`src/rtl/y86_fetch.sv`:
```
// Byte-serial Y86 instruction fetch: assembles icode/ifun, rA/rB, valC and valP for decode.
// Define FETCH_COUNT_EN to add the InstrCount output (instructions handed to decode).
module y86_fetch #(
    parameter logic [31:0] RESET_PC = 32'h0
) (
    input  logic        Clock,
    input  logic        Reset,
    output logic        MemRead,
    output logic [31:0] MemAddr,
    input  logic [7:0]  MemData,
    input  logic        MemValid,
    input  logic        Redirect,
    input  logic [31:0] RedirectPC,
    output logic        InstrValid,
    input  logic        InstrReady,
    output logic [3:0]  Icode,
    output logic [3:0]  Ifun,
    output logic [3:0]  Ra,
    output logic [3:0]  Rb,
    output logic [31:0] ValC,
    output logic [31:0] ValP,
    output logic [31:0] InstrPC,
    output logic        ErrInvalid,
    output logic        Halted
`ifdef FETCH_COUNT_EN
    ,
    output logic [31:0] InstrCount
`endif
);

    typedef enum logic [2:0] {S_OP, S_REG, S_CONST, S_OUT, S_STOP} state_t;

    state_t      state, state_next;
    logic [1:0]  byte_idx, byte_idx_next;
    logic [31:0] fetch_pc;
    logic        take;
    logic        transfer;
    logic [3:0]  op_hi;

    function automatic logic has_reg(input logic [3:0] ic);
        case (ic)
            4'h2, 4'h3, 4'h4, 4'h5, 4'h6, 4'hA, 4'hB: return 1'b1;
            default:                                  return 1'b0;
        endcase
    endfunction

    function automatic logic const_after_reg(input logic [3:0] ic);
        return (ic == 4'h3) || (ic == 4'h4) || (ic == 4'h5);
    endfunction

    function automatic logic const_direct(input logic [3:0] ic);
        return (ic == 4'h7) || (ic == 4'h8);
    endfunction

    // Invalid opcodes fall into the default and count as one byte.
    function automatic logic [31:0] instr_len(input logic [3:0] ic);
        case (ic)
            4'h2, 4'h6, 4'hA, 4'hB: return 32'd2;
            4'h7, 4'h8:             return 32'd5;
            4'h3, 4'h4, 4'h5:       return 32'd6;
            default:                return 32'd1;
        endcase
    endfunction

    assign op_hi      = MemData[7:4];
    assign MemAddr    = fetch_pc;
    assign InstrValid = (state == S_OUT);
    assign Halted     = (state == S_STOP);
    assign take       = MemRead & MemValid;
    assign transfer   = InstrValid & InstrReady;

    always_comb begin
        state_next    = state;
        byte_idx_next = byte_idx;
        MemRead       = 1'b0;
        case (state)
            S_OP: begin
                MemRead = 1'b1;
                if (MemValid) begin
                    if (op_hi > 4'hB)               state_next = S_OUT;
                    else if (has_reg(op_hi))        state_next = S_REG;
                    else if (const_direct(op_hi)) begin
                        state_next    = S_CONST;
                        byte_idx_next = 2'd0;
                    end
                    else                            state_next = S_OUT;
                end
            end
            S_REG: begin
                MemRead = 1'b1;
                if (MemValid) begin
                    byte_idx_next = 2'd0;
                    state_next    = const_after_reg(Icode) ? S_CONST : S_OUT;
                end
            end
            S_CONST: begin
                MemRead = 1'b1;
                if (MemValid) begin
                    if (byte_idx == 2'd3) state_next    = S_OUT;
                    else                  byte_idx_next = byte_idx + 2'd1;
                end
            end
            S_OUT: begin
                if (transfer)
                    state_next = ((Icode == 4'h0) || ErrInvalid) ? S_STOP : S_OP;
            end
            S_STOP: ;
            default: state_next = S_OP;
        endcase
        if (Redirect)
            state_next = S_OP;
    end

    always_ff @(posedge Clock) begin
        if (Reset) begin
            state    <= S_OP;
            byte_idx <= 2'd0;
        end else begin
            state    <= state_next;
            byte_idx <= byte_idx_next;
        end
    end

    // Fields are cleared at the opcode byte so absent register/constant bytes read as F/0.
    always_ff @(posedge Clock) begin
        if (Reset) begin
            fetch_pc   <= RESET_PC;
            Icode      <= '0;
            Ifun       <= '0;
            Ra         <= '1;
            Rb         <= '1;
            ValC       <= '0;
            ValP       <= '0;
            InstrPC    <= '0;
            ErrInvalid <= 1'b0;
        end else if (Redirect) begin
            fetch_pc   <= RedirectPC;
            ValC       <= '0;
            ErrInvalid <= 1'b0;
        end else begin
            if (take)
                fetch_pc <= fetch_pc + 32'd1;
            if (transfer)
                fetch_pc <= ValP;
            if (take && state == S_OP) begin
                Icode      <= MemData[7:4];
                Ifun       <= MemData[3:0];
                InstrPC    <= fetch_pc;
                Ra         <= '1;
                Rb         <= '1;
                ValC       <= '0;
                ValP       <= fetch_pc + instr_len(op_hi);
                ErrInvalid <= (op_hi > 4'hB);
            end
            if (take && state == S_REG) begin
                Ra <= MemData[7:4];
                Rb <= MemData[3:0];
            end
            if (take && state == S_CONST)
                ValC[{byte_idx, 3'b000} +: 8] <= MemData;
        end
    end

`ifdef FETCH_COUNT_EN
    always_ff @(posedge Clock) begin
        if (Reset)         InstrCount <= '0;
        else if (transfer) InstrCount <= InstrCount + 32'd1;
    end
`endif

endmodule

```
`config.mk`:
```
export PLATFORM = sky130hd
export DESIGN_NAME = y86_fetch
export DESIGN_NICKNAME = d
export VERILOG_FILES = /design/src/rtl/y86_fetch.sv
export SDC_FILE = /design/constraint.sdc
export NUM_CORES = 1
export LEC_CHECK = 0
export BUFFER_PORTS_ARGS = -buffer_cell sky130_fd_sc_hd__buf_2
export CELL_PAD_IN_SITES_DETAIL_PLACEMENT = 1
export CELL_PAD_IN_SITES_GLOBAL_PLACEMENT = 1
export CORE_MARGIN = 8
export CORE_UTILIZATION = 27
export CTS_BUF_LIST = sky130_fd_sc_hd__clkbuf_2
export DETAILED_ROUTE_END_ITERATION = 10
export PLACE_DENSITY_LB_ADDON = 0.12
export SLEW_MARGIN = 0
export SYNTH_ARGS = -nofsm -noshare
export SYNTH_HDL_FRONTEND = slang
export SYNTH_SLANG_ARGS = --single-unit
```
`constraint.sdc`:
```
create_clock -name Clock -period 2.7 [get_ports Clock]
set_input_delay 0.27 -clock Clock [delete_from_list [all_inputs] [get_ports Clock]]
set_output_delay 0.27 -clock Clock [all_outputs]
set_load 0.02 [all_outputs]
```
==> summary.txt <==
Status
  – Status: finished clean

Worst hold path
  – Hold path startpoint: Redirect
  – Worst Hold Class: in2reg
  – Hold Path End: MemAddr[6]
  – Worst Hold Depth: 3

CTS
  – Clock root buffer: clkbuf_2
  – Num CTS Buffers: 17
  – Sink Count: 150
  – Post-CTS Resized: 0
  – CTS tree: built
  – Clk pin slew, worst setup/hold paths: 0.25 ns
  – Longest Clk Path Bufs: 2
  – Skew-Pair Late Insertion Delay: 0.78 ns
  – H-tree levels: 4

Place
  – DP Wirelength: 23.7 mm
  – Port-buffer cells: 192
  – RePlAce Congestion: 0.814

Die
  – Core area: 0.0285 mm^2
  – Die Y: 186 um
  – I/O pin count: 193
  – Die Wd: 186 um
  – Row Count: 62
  – Die area: 0.0345 mm^2
  – Starting Density: 27.2%

Worst setup path
  – CP Data Required Time: 3.39 ns
  – CP arrival: 3.13 ns
  – Critical path's largest stage delay: 0.55 ns
  – CP Max Fanout: 4
  – Crit Path Class: in2reg
  – FF-to-FF Start: MemAddr[0]
  – Critical-path top delay cell: or4b_1
  – R2r setup slk: 0.30 ns
  – Terminus of the critical flop-to-flop path: ValP[28]
  – Reg2Reg Depth: 9
  – Startpoint types: input port
  – Worst-path cell chain: dlygate4sd3_1 > buf_2 > or4b_1 > o21ai_0 > ha_1 > o211ai_2 > nor3_4 > or4b_1 > xor2_1 > a211oi_2
  – CP Capture Type: register
  – Most frequent CP cell: or4b_1

Timing
  – Ratio of final minimum period to clock period: 90.2%
  – Tmin final: 2.44 ns
  – Setup violators final: 0
  – Final Hold Viols: 0
  – Max_slew headroom: 56.2%
  – RSZ-0062 raised after global routing: false
  – Slew Limit Fails: 0
  – Setup Skew: 0.0548 ns
  – Slew @ Worst Pin: 0.653 ns
  – Setup tns final: 0 ns
  – Max Clk Rate: 410 MHz

Final layout
  – Commonest non-fill, non-tap cell in the layout: buf_2
  – Sequential Area: 0.00300 mm^2
  – Final net count: 1,256
  – Layout cell share with drive strength beyond 1: 26.1%
  – Area of the multi-input gates: 0.00429 mm^2
  – Fill cell total of the finished layout: 3,519
  – Layout area overhead: 29.2%
  – Leading cell types in the layout, fill and taps excluded: 191 x buf_2, 150 x dfxtp_1, 130 x nand2_1

Synthesis
  – Xor/xnor share of the synthesized area: 4.85%
  – Async S/R FF share, synth: 0%
  – Ys flop type: dfxtp_1
  – Post-synthesis compound-gate area fraction: 18.5%
  – Post-synthesis adder-cell area fraction: 1.87%
  – Main combinational cell family by area after synthesis: simple AND/OR/NAND/NOR gates
  – Mapped Area: 0.00777 mm^2
  – Syn nets: 1,028
  – Distinct cells, synth: 67
  – Syn Area/Cell: 7.99 um^2
  – Count of state elements after synthesis: 150
  – Synth warnings: 0
  – Post-Synth Simple-Gate Area: 27.5%
  – Post-synthesis mux area share: 2.26%
  – Gate Count Post-Synth: 972
  – Register area share after synthesis: 38.7%
  – Post-synth EDFFs: 0

Drt
  – Wire length per cell: 20.6 um
  – Post-Route WL: 32.9 mm
  – DR pass1 iterations: 7
  – Vias/cell: 5.06
  – DR vias: 8,080
  – DRC: 0
  – Final ANT Viol Nets: 0
  – DRT iter0 DRCs: 429

GRT
  – Initial antenna violation count: 1
  – Maximum number of pins on one net before global-route repair: 102
  – GRT overflow: 0
  – GRT Total Usage: 19.0%
  – First-pass GRT wire length: 50.7 mm
  – Number of global-route vias before repair: 8,434

Pwr
  – Maximum vdd drop: 0.261 mV
  – Total power per unit cell area: 488 mW/mm^2
  – Leakage: 4.01 nW
  – Design Power: 4.90 mW

Run
  – Maxcap violations: 0
==> worst max-delay path: cells and delay by family <==
kind            cells  cell delay [ns]
compound gates      3             0.50
buf+inv             2             0.69
xor+xnor            1             0.16
fa+ha+maj           1             0.28
simple gates        3             1.21
==> stage by stage <==
stage          area [um^2]  hold slack, ns  cells  utilization [%]  setup slack (ns)
3_5_place_dp          9300           0.445   1519             32.6            0.0261
6_report             10000           0.103   1598             35.1             0.264
5_1_grt              10000          0.0196   1598             35.1             0.104
3_3_place_gp          9300           0.440   1519             32.6            0.0600
2_1_floorplan         7770           0.406    972                -             0.125
4_1_cts              10000          0.0216   1596             35.1             0.142
==> layer usage <==
| layer | share of wire [%] | GRT usage (%) | up-vias | wire length (um) |
|---|---|---|---|---|
| met5 | 0 | 0 | - | 0 |
| met4 | 1.7 | 4.99 | 0 | 543 |
| met3 | 5.3 | 4.00 | 35 | 1730 |
| met2 | 46 | 30.5 | 185 | 15000 |
| met1 | 48 | 25.6 | 3951 | 15600 |
| li1 | - | - | 3909 | - |
==> worst max-delay path by stage <==
stage | from | to | slack, ns
5_1_grt | MemAddr[0] | ValP[28] | 0.10
6_report | MemData[4] | ValP[23] | 0.26
4_1_cts | state[2] | MemAddr[8] | 0.14
3_5_place_dp | MemData[4] | ValP[23] | 0.03
2_1_floorplan | MemData[4] | ValP[23] | 0.12
3_3_place_gp | MemData[4] | ValP[23] | 0.06
==> logic make-up after synthesis <==
family / count (synthesis)
flip-flops: 150
buffers and inverters: 109
XOR/XNOR: 43
AO/OA/AOI/OAI: 224
AND/OR/NAND/NOR: 418
adder cells (fa/ha/maj): 11
multiplexers: 17
==> state kept, by name (all words and copies together), names as in the netlist <==
register    cells
Rb              4
Ra              4
Ifun            4
ErrInvalid      1
InstrPC        32
ValP           32
state           3
MemAddr        32
byte_idx        2
ValC           32
Icode           4
==> Yosys cell counts, drive strengths merged (2+ instances only) <==
library cell | number | share of area [%]
nand4b | 2 | 0.23
and4 | 5 | 0.56
nor2b | 4 | 0.32
a221oi | 3 | 0.34
xnor2 | 18 | 2.0
a211oi | 39 | 3.9
a21oi | 92 | 5.9
mux2i | 13 | 1.7
xor2 | 25 | 2.8
a21o | 2 | 0.19
or4 | 2 | 0.24
nand2b | 13 | 1.0
ha | 10 | 1.6
o21ai | 28 | 1.8
a222oi | 4 | 0.52
and3 | 10 | 0.81
nand3b | 9 | 0.87
and4b | 3 | 0.39
or4b | 2 | 0.26
o21bai | 4 | 0.39
a311oi | 2 | 0.23
mux2 | 4 | 0.58
nor2 | 88 | 4.3
nor3 | 21 | 1.7
o32ai | 6 | 0.68
o22ai | 4 | 0.32
nor4 | 19 | 2.4
or3 | 4 | 0.32
or2 | 4 | 0.32
nand2 | 131 | 6.3
dfxtp | 150 | 39
buf | 47 | 3.4
a31oi | 3 | 0.24
clkbuf | 47 | 2.3
nand3 | 68 | 4.5
o2111ai | 3 | 0.34
a22oi | 19 | 1.8
and2 | 7 | 0.56
o211ai | 3 | 0.35
o221ai | 4 | 0.45
nand4 | 21 | 1.9
nor3b | 4 | 0.39
o31a | 2 | 0.23
inv | 15 | 0.72
==> report_power, final <==
group	internal (mW)	switching [mW]	total, mW
Combinational	0.350	0.580	0.930
Sequential	2.32	0.129	2.45
Clock	0.545	0.979	1.52
==> area by class of cell <==
cell class,count,area share (%)
timing repair buffer,303,19.2
tap,384,4.79
sequential,150,29.9
multi-input combinational,713,42.8
inverter,15,0.561
clock buffer,17,0.848
antenna,1,0.0249
clock inverter,15,1.91
==> what timing repair did <==
action	CTS	global route
endpoints found under the hold margin	84	0
hold buffers	45	0
buffers inserted	0	1
endpoints found under the setup margin	0	3
No activity file was read; power rests on OpenSTA's default activity.
